## config.mk

```make
export PLATFORM = sky130hd
export DESIGN_NAME = product_info_reader
export DESIGN_NICKNAME = d
export VERILOG_FILES = /design/src/rtl/sysmgmt_pkg.sv /design/src/rtl/product_info_reader.sv
export SDC_FILE = /design/constraint.sdc
export NUM_CORES = 1
export LEC_CHECK = 0
export ABC_AREA = 1
export BUFFER_PORTS_ARGS = -buffer_cell sky130_fd_sc_hd__buf_4
export CAP_MARGIN = 5
export CORE_ASPECT_RATIO = 0.8
export CORE_MARGIN = 2
export CORE_UTILIZATION = 58
export CTS_BUF_LIST = sky130_fd_sc_hd__clkbuf_2
export DETAILED_ROUTE_END_ITERATION = 7
export PLACE_DENSITY_LB_ADDON = 0.08
export SLEW_MARGIN = 40
export SYNTH_ARGS = -nofsm -noshare
export SYNTH_HDL_FRONTEND = slang
export SYNTH_SLANG_ARGS = --single-unit
```

## constraint.sdc

```tcl
create_clock -name clk -period 4.3 [get_ports clk]
set_input_delay 0.43 -clock clk [delete_from_list [all_inputs] [get_ports clk]]
set_output_delay 0.43 -clock clk [all_outputs]
set_load 0.01 [all_outputs]
```

## src/rtl/sysmgmt_pkg.sv

```systemverilog
// Shared system-management definitions: product-info reader FSM encoding,
// default read timing and the layout of the product-information register bank.
package sysmgmt_pkg;

  localparam logic [2:0] StIdle    = 3'd0;
  localparam logic [2:0] StIssue   = 3'd1;
  localparam logic [2:0] StWait    = 3'd2;
  localparam logic [2:0] StCapture = 3'd3;
  localparam logic [2:0] StFinish  = 3'd4;

  localparam int unsigned DefaultReadLatency = 1;
  localparam int unsigned ProdInfoWords      = 4;

  localparam int unsigned WordId      = 0;
  localparam int unsigned WordVersion = 1;
  localparam int unsigned WordDate    = 2;
  localparam int unsigned WordSerial  = 3;

endpackage

```

## src/rtl/product_info_reader.sv

```systemverilog
// Avalon-MM read initiator that scans the product-information bank once per
// request (or automatically after reset) and reports the words plus an ID match.
module product_info_reader
  import sysmgmt_pkg::*;
#(
  parameter int unsigned       DATA_W       = 32,
  parameter int unsigned       ADDR_W       = 2,
  parameter int unsigned       NUM_WORDS    = ProdInfoWords,
  parameter int unsigned       READ_LATENCY = DefaultReadLatency,
  parameter bit                AUTO_START   = 1'b1,
  parameter logic [DATA_W-1:0] EXPECTED_ID  = '0
) (
  input  logic                        clk,
  input  logic                        reset_n,
  input  logic                        start,
  output logic                        chipselect_n,
  output logic                        read_n,
  output logic [ADDR_W-1:0]           av_address,
  input  logic [DATA_W-1:0]           av_data_read,
  output logic [DATA_W*NUM_WORDS-1:0] info_words,
  output logic                        busy,
  output logic                        valid,
  output logic                        done,
  output logic                        id_match
);

  // One extra index bit so a full 2**ADDR_W scan reaches its last word without wrapping.
  localparam int unsigned          IdxW    = ADDR_W + 1;
  localparam logic [IdxW-1:0]      LastIdx = IdxW'(NUM_WORDS - 1);
  localparam logic [1:0]           LatLast = (READ_LATENCY >= 2) ? 2'(READ_LATENCY - 2) : 2'd0;

  logic [2:0]                         state_q, state_d;
  logic [IdxW-1:0]                    idx_q, idx_d;
  logic [1:0]                         lat_q, lat_d;
  logic                               first_q;
  logic                               strobe_n_q;
  logic [ADDR_W-1:0]                  addr_q;
  logic [NUM_WORDS-1:0][DATA_W-1:0]   words_q, words_d;
  logic                               busy_q, busy_d;
  logic                               valid_q, valid_d;
  logic                               done_q;
  logic                               id_q, id_d;

  always_comb begin
    state_d = state_q;
    idx_d   = idx_q;
    lat_d   = lat_q;
    words_d = words_q;
    busy_d  = busy_q;
    valid_d = valid_q;
    id_d    = id_q;
    unique case (state_q)
      StIdle: begin
        if (start || (AUTO_START && first_q)) begin
          state_d = StIssue;
          busy_d  = 1'b1;
          valid_d = 1'b0;
          idx_d   = '0;
        end
      end
      StIssue: begin
        lat_d   = '0;
        state_d = (READ_LATENCY <= 1) ? StCapture : StWait;
      end
      StWait: begin
        if (lat_q == LatLast) begin
          state_d = StCapture;
        end else begin
          lat_d = lat_q + 2'd1;
        end
      end
      StCapture: begin
        for (int unsigned k = 0; k < NUM_WORDS; k++) begin
          if (idx_q == IdxW'(k)) words_d[k] = av_data_read;
        end
        if (idx_q == LastIdx) begin
          // Status flags switch on entry so they are already visible in the done cycle.
          state_d = StFinish;
          busy_d  = 1'b0;
          valid_d = 1'b1;
          id_d    = (words_d[0] == EXPECTED_ID);
        end else begin
          idx_d   = idx_q + IdxW'(1);
          state_d = StIssue;
        end
      end
      StFinish: state_d = StIdle;
      default:  state_d = StIdle;
    endcase
  end

  always_ff @(posedge clk or negedge reset_n) begin
    if (!reset_n) begin
      state_q    <= StIdle;
      idx_q      <= '0;
      lat_q      <= '0;
      first_q    <= 1'b1;
      strobe_n_q <= 1'b1;
      addr_q     <= '0;
      words_q    <= '0;
      busy_q     <= 1'b0;
      valid_q    <= 1'b0;
      done_q     <= 1'b0;
      id_q       <= 1'b0;
    end else begin
      state_q    <= state_d;
      idx_q      <= idx_d;
      lat_q      <= lat_d;
      first_q    <= 1'b0;
      strobe_n_q <= (state_d != StIssue);
      if (state_d == StIssue) addr_q <= idx_d[ADDR_W-1:0];
      words_q    <= words_d;
      busy_q     <= busy_d;
      valid_q    <= valid_d;
      done_q     <= (state_d == StFinish);
      id_q       <= id_d;
    end
  end

  assign chipselect_n = strobe_n_q;
  assign read_n       = strobe_n_q;
  assign av_address   = addr_q;
  assign info_words   = words_q;
  assign busy         = busy_q;
  assign valid        = valid_q;
  assign done         = done_q;
  assign id_match     = id_q;

endmodule
```

# Word level (Yosys, flattened, before mapping)
# Index checks and enable logic that the tools add are counted.
[op_classes]
add_sub_neg = 2
n_eq_ne = 13
mux = 17
reduce_logical = 13
[op_table]
columns = ["cell", "n"]
rows = [
  ["$mux W32", 2],
  ["$logic_not A32 Y1", 1],
  ["$mux W3", 5],
  ["$eq A3 B2 Y1 const B", 4],
  ["$pmux W3 S4", 1],
  ["$eq A3 B1 Y1 const B", 3],
  ["$ne A2 B2 Y1 const B", 4],
  ["$reduce_and A2 Y1", 4],
  ["$logic_not A3 Y1", 2],
  ["$pmux W3 S2", 1],
  ["$reduce_and A3 Y1", 2],
  ["$mux W1", 4],
  ["$pmux W1 S2", 2],
  ["$pmux W2 S2", 1],
  ["$reduce_bool A2 Y1", 2],
  ["$add A3 B1 Y3 const B", 1],
  ["$eq A3 B3 Y1 const B", 1],
  ["$ne A3 B1 Y1 const B", 1],
  ["$add A2 B1 Y2 const B", 1],
  ["$logic_not A2 Y1", 1],
  ["$mux W2", 1],
  ["$logic_or A1 B1 Y1", 1],
]
[word_totals]
reg_bits = 144
wordCells = 60

# Longest topological paths before layout
[logic_depth]
depth_word = 4
ltp_mapped = 13
ltp_nobuf = 12

# Worst setup path after synthesis
# Ideal clock, no wire load.
[synth_timing]
kind = "register to register"
startpoint = "register idx_q[0]"
endpoint = "register id_q (netlist: id_match)"
setup_ns = 0.066
arrival_time_ns = 1.511
t_required_ns = 4.234
slack_ns = 2.723
path_stages_with_launch = 14
n_path_buf = 1
path_cell_list = "dfrtp_1 inv_1 ha_1 buf_2 inv_2 nor2_2 nand2_1 nand2_1 nand2_1 nor2_1 nand2_1 nor2_1 nand3_1 nand2_1"
[synth_between]
elab_chain_len = 4
[synth_rtl]
columns = ["item", "line_no", "source"]
rows = [
  ["from (decl)", "product_info_reader.sv:33", "logic [IdxW-1:0] idx_q, idx_d;"],
  ["from (signal assigned)", "product_info_reader.sv:107", "idx_q <= idx_d;"],
  ["$logic_not A3 Y1", "product_info_reader.sv:74", "if (idx_q == IdxW'(k)) words_d[k] = av_data_read;"],
  ["$mux W32", "product_info_reader.sv:74", ""],
  ["$mux W32", "product_info_reader.sv:52", "unique case (state_q)"],
  ["$logic_not A32 Y1", "product_info_reader.sv:81", "id_d = (words_d[0] == EXPECTED_ID);"],
  ["to (signal assigned)", "product_info_reader.sv:116", "id_q <= id_d;"],
  ["to (decl)", "product_info_reader.sv:42", "logic id_q, id_d;"],
]
# Parallel ways exist; a longest one is shown, timed or not. The select of a mux whose other input is x is not followed.
# A chain may end at the register's enable or synchronous reset.

# Worst setup path after layout
[layout_timing]
startpoint = "register state_q[2]"
endpoint = "register words_q (netlist bit info_words[106])"
[layout_between]
elab_chain_len = 2
[layout_rtl]
columns = ["item", "line_no", "source"]
rows = [
  ["from (decl)", "product_info_reader.sv:32", "logic [2:0] state_q, state_d;"],
  ["from (signal assigned)", "product_info_reader.sv:94", "state_q <= StIdle;"],
  ["from (signal assigned)", "product_info_reader.sv:106", "state_q <= state_d;"],
  ["$eq A3 B2 Y1", "product_info_reader.sv:52", ""],
  ["$reduce_and A2 Y1 (no line)", "-", ""],
  ["to (signal assigned)", "product_info_reader.sv:112", "words_q <= words_d;"],
  ["to (decl)", "product_info_reader.sv:38", "logic [NUM_WORDS-1:0][DATA_W-1:0] words_q, words_d;"],
]
# No other way between the ends.

==> report_table.html <==
<table>
<tr><th>Metric</th><th>Value</th></tr>
<tr><th colspan="2">Yosys</th></tr>
<tr><td>Synthesized net count</td><td>711</td></tr>
<tr><td>Cell count after synthesis</td><td>671</td></tr>
<tr><td>Summed instance area of the synthesized netlist</td><td>0.00592 mm^2</td></tr>
<tr><td>Area share of the leading cell type in the synthesized netlist</td><td>60.0%</td></tr>
<tr><td>Mean cell area of the mapped netlist</td><td>8.83 um^2</td></tr>
<tr><td>Count of cell types in the netlist</td><td>25</td></tr>
<tr><td>Dominant register cell in the synthesized netlist</td><td>sky130_fd_sc_hd__dfrtp_1</td></tr>
<tr><td>Count of synthesis-stage warnings from yosys</td><td>0</td></tr>
<tr><td>Yosys reg bits</td><td>144</td></tr>
<tr><td>Most area-consuming cells after synthesis</td><td>sky130_fd_sc_hd__dfrtp_1 (60%), sky130_fd_sc_hd__nand2_1 (15%), sky130_fd_sc_hd__o21ai_1 (6.7%), sky130_fd_sc_hd__o21ai_0 (4.5%), sky130_fd_sc_hd__inv_1 (3.9%)</td></tr>
<tr><td>Number of synthesized flops with an enable pin</td><td>0</td></tr>
<tr><td>Proportion of synthesized chip area in sequential cells</td><td>about three fifths</td></tr>
<tr><td>Ys async rst share</td><td>between 90% and 100%</td></tr>
<tr><td>Cell type contributing the most total cell area after synthesis</td><td>sky130_fd_sc_hd__dfrtp_1</td></tr>
<tr><th colspan="2">Global routing</th></tr>
<tr><td>Pin count of the biggest net entering global routing</td><td>117</td></tr>
<tr><td>Number of global-route vias before repair</td><td>approximately 4,700</td></tr>
<tr><td>Number of antenna violations at the first check in global routing</td><td>0</td></tr>
<tr><td>Gr usage total</td><td>roughly 28%</td></tr>
<tr><td>Total gr overflow</td><td>0</td></tr>
<tr><td>Wire length of the first global-routing pass</td><td>23,400 um</td></tr>
<tr><th colspan="2">Route</th></tr>
<tr><td>Detail Route Antenna Nets</td><td>0</td></tr>
<tr><td>Initial detailed-routing violation count</td><td>430</td></tr>
<tr><td>Total wire length after detailed routing</td><td>around 15,000 um</td></tr>
<tr><td>Average wire per cell in the routed design</td><td>15.1 um</td></tr>
<tr><td>Initial DRT Pass Iterations</td><td>7</td></tr>
<tr><td>Residual DRC</td><td>0</td></tr>
<tr><td>Detail-routed via count per cell</td><td>just over 5</td></tr>
<tr><td>Via Count</td><td>5,095</td></tr>
<tr><th colspan="2">Setup path</th></tr>
<tr><td>Arrival time reported for the critical path endpoint</td><td>3010 ps</td></tr>
<tr><td>Reg-to-reg endpoint</td><td>info_words[106]</td></tr>
<tr><td>Cell-by-cell listing of the critical path</td><td>inv_1, nand2_1, nor2_2, buf_4, clkinv_2, nor2_4, inv_4, nand2_1, o21ai_1</td></tr>
<tr><td>Most frequent cell on the critical path</td><td>sky130_fd_sc_hd__nand2_1</td></tr>
<tr><td>CP endpoint kind</td><td>register</td></tr>
<tr><td>Largest fanout on the critical path</td><td>66</td></tr>
<tr><td>Register-to-register setup slack</td><td>1830 ps</td></tr>
<tr><td>Depth of the worst register-to-register path</td><td>9</td></tr>
<tr><td>Data required time at the worst endpoint</td><td>a little under 5000 ps</td></tr>
<tr><td>Cell with the biggest individual delay on the critical path</td><td>sky130_fd_sc_hd__clkinv_2</td></tr>
<tr><td>Worst reg2reg path startpoint</td><td>state_q[2]</td></tr>
<tr><td>CP startpoint kind</td><td>register</td></tr>
<tr><td>Type of the worst setup path</td><td>reg2reg</td></tr>
<tr><td>Slowest stage delay, CP</td><td>570 ps</td></tr>
<tr><th colspan="2">Clock network</th></tr>
<tr><td>Hold buffers post-CTS</td><td>1</td></tr>
<tr><td>CTS-repair resized insts</td><td>0</td></tr>
<tr><td>H-tree depth</td><td>4</td></tr>
<tr><td>Clock insertion delay at the later pin of the skew report</td><td>660 ps</td></tr>
<tr><td>Sinks on Clock Net</td><td>144</td></tr>
<tr><td>Buffers inserted during post-CTS setup optimization</td><td>0</td></tr>
<tr><td>CTS tree</td><td>built</td></tr>
<tr><td>Root Buffer</td><td>sky130_fd_sc_hd__clkbuf_2</td></tr>
<tr><td>Clock input transition at the sequential cells of the worst setup and hold paths</td><td>210 ps</td></tr>
<tr><td>Maximum buffer depth of the clock tree</td><td>2</td></tr>
<tr><td>Inserted Clock Buffers</td><td>17</td></tr>
<tr><th colspan="2">Die</th></tr>
<tr><td>Number of cell rows</td><td>32</td></tr>
<tr><td>Initial core utilization</td><td>60.6%</td></tr>
<tr><td>Die Span Y</td><td>~94 um</td></tr>
<tr><td>Count of pins on the block boundary</td><td>171</td></tr>
<tr><td>Die boundary width</td><td>117 um</td></tr>
<tr><td>Core Area</td><td>0.00977 mm^2</td></tr>
<tr><td>Total die area</td><td>0.0110 mm^2</td></tr>
<tr><th colspan="2">Timing</th></tr>
<tr><td>Slew Viols, Final</td><td>0</td></tr>
<tr><td>Maximum clock rate</td><td>405 MHz</td></tr>
<tr><td>Final-report hold violation count</td><td>0</td></tr>
<tr><td>Setup TNS after final layout</td><td>0 ps</td></tr>
<tr><td>Post-route clock period utilization</td><td>57.4%</td></tr>
<tr><td>Count of final setup violators</td><td>0</td></tr>
<tr><td>Max transition margin</td><td>50.4%</td></tr>
<tr><td>Worst clock skew on the final layout</td><td>33.7 ps</td></tr>
<tr><td>Min Clock Period, post-route</td><td>2470 ps</td></tr>
<tr><td>Slew at the pin with the worst max-slew slack</td><td>741 ps</td></tr>
<tr><td>Worst hold margin</td><td>40.9 ps</td></tr>
<tr><td>Unrepaired setup endpoints after global routing</td><td>false</td></tr>
<tr><th colspan="2">Pwr</th></tr>
<tr><td>Final Power</td><td>0.00609 W</td></tr>
<tr><td>Ratio of total power to cell area</td><td>809 mW/mm^2</td></tr>
<tr><td>Worst IR Drop VDD</td><td>about 0.57 mV</td></tr>
<tr><td>Leak Pwr</td><td>around 4.1 nW</td></tr>
<tr><th colspan="2">Layout</th></tr>
<tr><td>Number of nets in the finished design</td><td>875</td></tr>
<tr><td>Layout Cells excl Fill</td><td>around 990</td></tr>
<tr><td>Area added between synthesis and finish</td><td>27.2%</td></tr>
<tr><td>Layout cell share with drive strength beyond 1</td><td>25.8%</td></tr>
<tr><th colspan="2">Placement</th></tr>
<tr><td>Port Buffer Count</td><td>170</td></tr>
<tr><td>Post-detailed-placement half-perimeter wirelength</td><td>10,200 um</td></tr>
<tr><td>Dpl cells</td><td>946</td></tr>
<tr><td>RD Place Congestion</td><td>0.808</td></tr>
<tr><th colspan="2">Outcome</th></tr>
<tr><td>Outcome</td><td>finished clean</td></tr>
<tr><th colspan="2">Min path</th></tr>
<tr><td>Hold worst-path end</td><td>info_words[127]</td></tr>
<tr><td>Hold Path Class</td><td>in2reg</td></tr>
<tr><td>Hold Path Stages</td><td>3</td></tr>
<tr><td>Launch point of the worst hold path</td><td>av_data_read[31]</td></tr>
<tr><th colspan="2">Run</th></tr>
<tr><td>Number of maximum-capacitance constraint violations</td><td>0</td></tr>
</table>
[cells in the final DEF (no fill, tap or decap), drive strengths merged, types with 2 or more instances in the layout]
master       Yosys  layout
ha               5       5
dfrtp          142     142
bufinv           0       2
nor2            28      28
inv             67      66
dlygate4sd3      0       5
buf             25     174
a31oi            2       2
nand2          231     231
dfstp            2       2
clkinvlp         0       2
clkbuf           9      21
o21ai          132     132
nand3           22      22
clkinv           0       8
[sequential cells by signal (all words and copies together), names as in the netlist]
name	flops
busy	1
valid	1
state_q	3
id_match	1
first_q	1
idx_q	3
info_words	128
lat_q	2
av_address	2
chipselect_n	1
done	1
[cells by family (layout without fill, tap and decap cells)]
logic type	Yosys count	after routing	share of synthesized area (%)
and+or+nand+nor	282	282	19.0
DFF	144	144	60.9
AOI/OAI and AO/OA	138	138	11.8
buffers and inverters	101	278	7.14
adders and majority gates	5	5	1.06
other	1	2	0.0633
[layer usage]
metal / routed length, um / GRT usage [%] / vias up / share of wire (%)
li1: - / - / 2446 / -
met1: 6530 / 39.4 / 2465 / 44
met2: 7180 / 44.0 / 175 / 48
met3: 1060 / 7.51 / 9 / 7.1
met4: 82 / 5.29 / 0 / 0.55
met5: 0 / 0 / - / 0
[worst max path at each step]
stage | start | to | slack (ps) | cells past startpoint
after detailed placement | idx_q[0] | id_match | 2030 | 11
after CTS | idx_q[0] | id_match | 1980 | 11
final | state_q[2] | info_words[106] | 1830 | 9
after global routing | state_q[2] | info_words[124] | 1570 | 9
after floorplan | idx_q[0] | id_match | 2720 | 13
after global placement | state_q[1] | info_words[99] | 1910 | 7
[area by class of cell]
cell class | count | area [um^2]
inverters | 67 | 255
diodes | 1 | 2.50
clock inverters | 11 | 116
clock buffers | 21 | 105
repair buffers | 179 | 1380
well taps | 136 | 170
flip-flops and latches | 144 | 3610
multi-input cells | 426 | 1900
fillers | 751 | 2230
[power by group]
| group | switching (W) | leakage, nW | total, W | internal, W |
|---|---|---|---|---|
| Combinational | 0.00161 | 2.17 | 0.00290 | 0.00129 |
| Clock | 0.000468 | 0.141 | 0.000739 | 0.000271 |
| Sequential | 0.000442 | 1.75 | 0.00245 | 0.00201 |
[cells in the mapped netlist, types with 2 or more instances]
library cell and count:
sky130_fd_sc_hd__inv_2 6, sky130_fd_sc_hd__buf_4 6, sky130_fd_sc_hd__nand3_4 2, sky130_fd_sc_hd__nand3_1 20, sky130_fd_sc_hd__dfstp_2 2, sky130_fd_sc_hd__o21ai_1 79
sky130_fd_sc_hd__ha_1 5, sky130_fd_sc_hd__dfrtp_1 142, sky130_fd_sc_hd__a31oi_1 2, sky130_fd_sc_hd__o21ai_0 53, sky130_fd_sc_hd__inv_1 61, sky130_fd_sc_hd__buf_2 17
sky130_fd_sc_hd__clkbuf_1 9, sky130_fd_sc_hd__nor2_2 2, sky130_fd_sc_hd__nand2_1 230, sky130_fd_sc_hd__buf_1 2, sky130_fd_sc_hd__nor2_1 25
[critical path: cells and delay by family, from the launching register on]
kind	cells	cell delay, ps
and+or+nand+nor	4	640
AOI/OAI and AO/OA	1	80
buffers and inverters	4	1140
DFF	1	430
[through the flow]
stage          util, %  worst slack (ps)  area (um^2)
2_1_floorplan        -              2720         5920
4_1_cts           76.4              1980         7460
5_1_grt           77.1              1570         7530
3_5_place_dp      74.0              2030         7230
6_report          77.1              1830         7530
3_3_place_gp      74.0              1910         7230
Power figures use the tool's default switching activity.
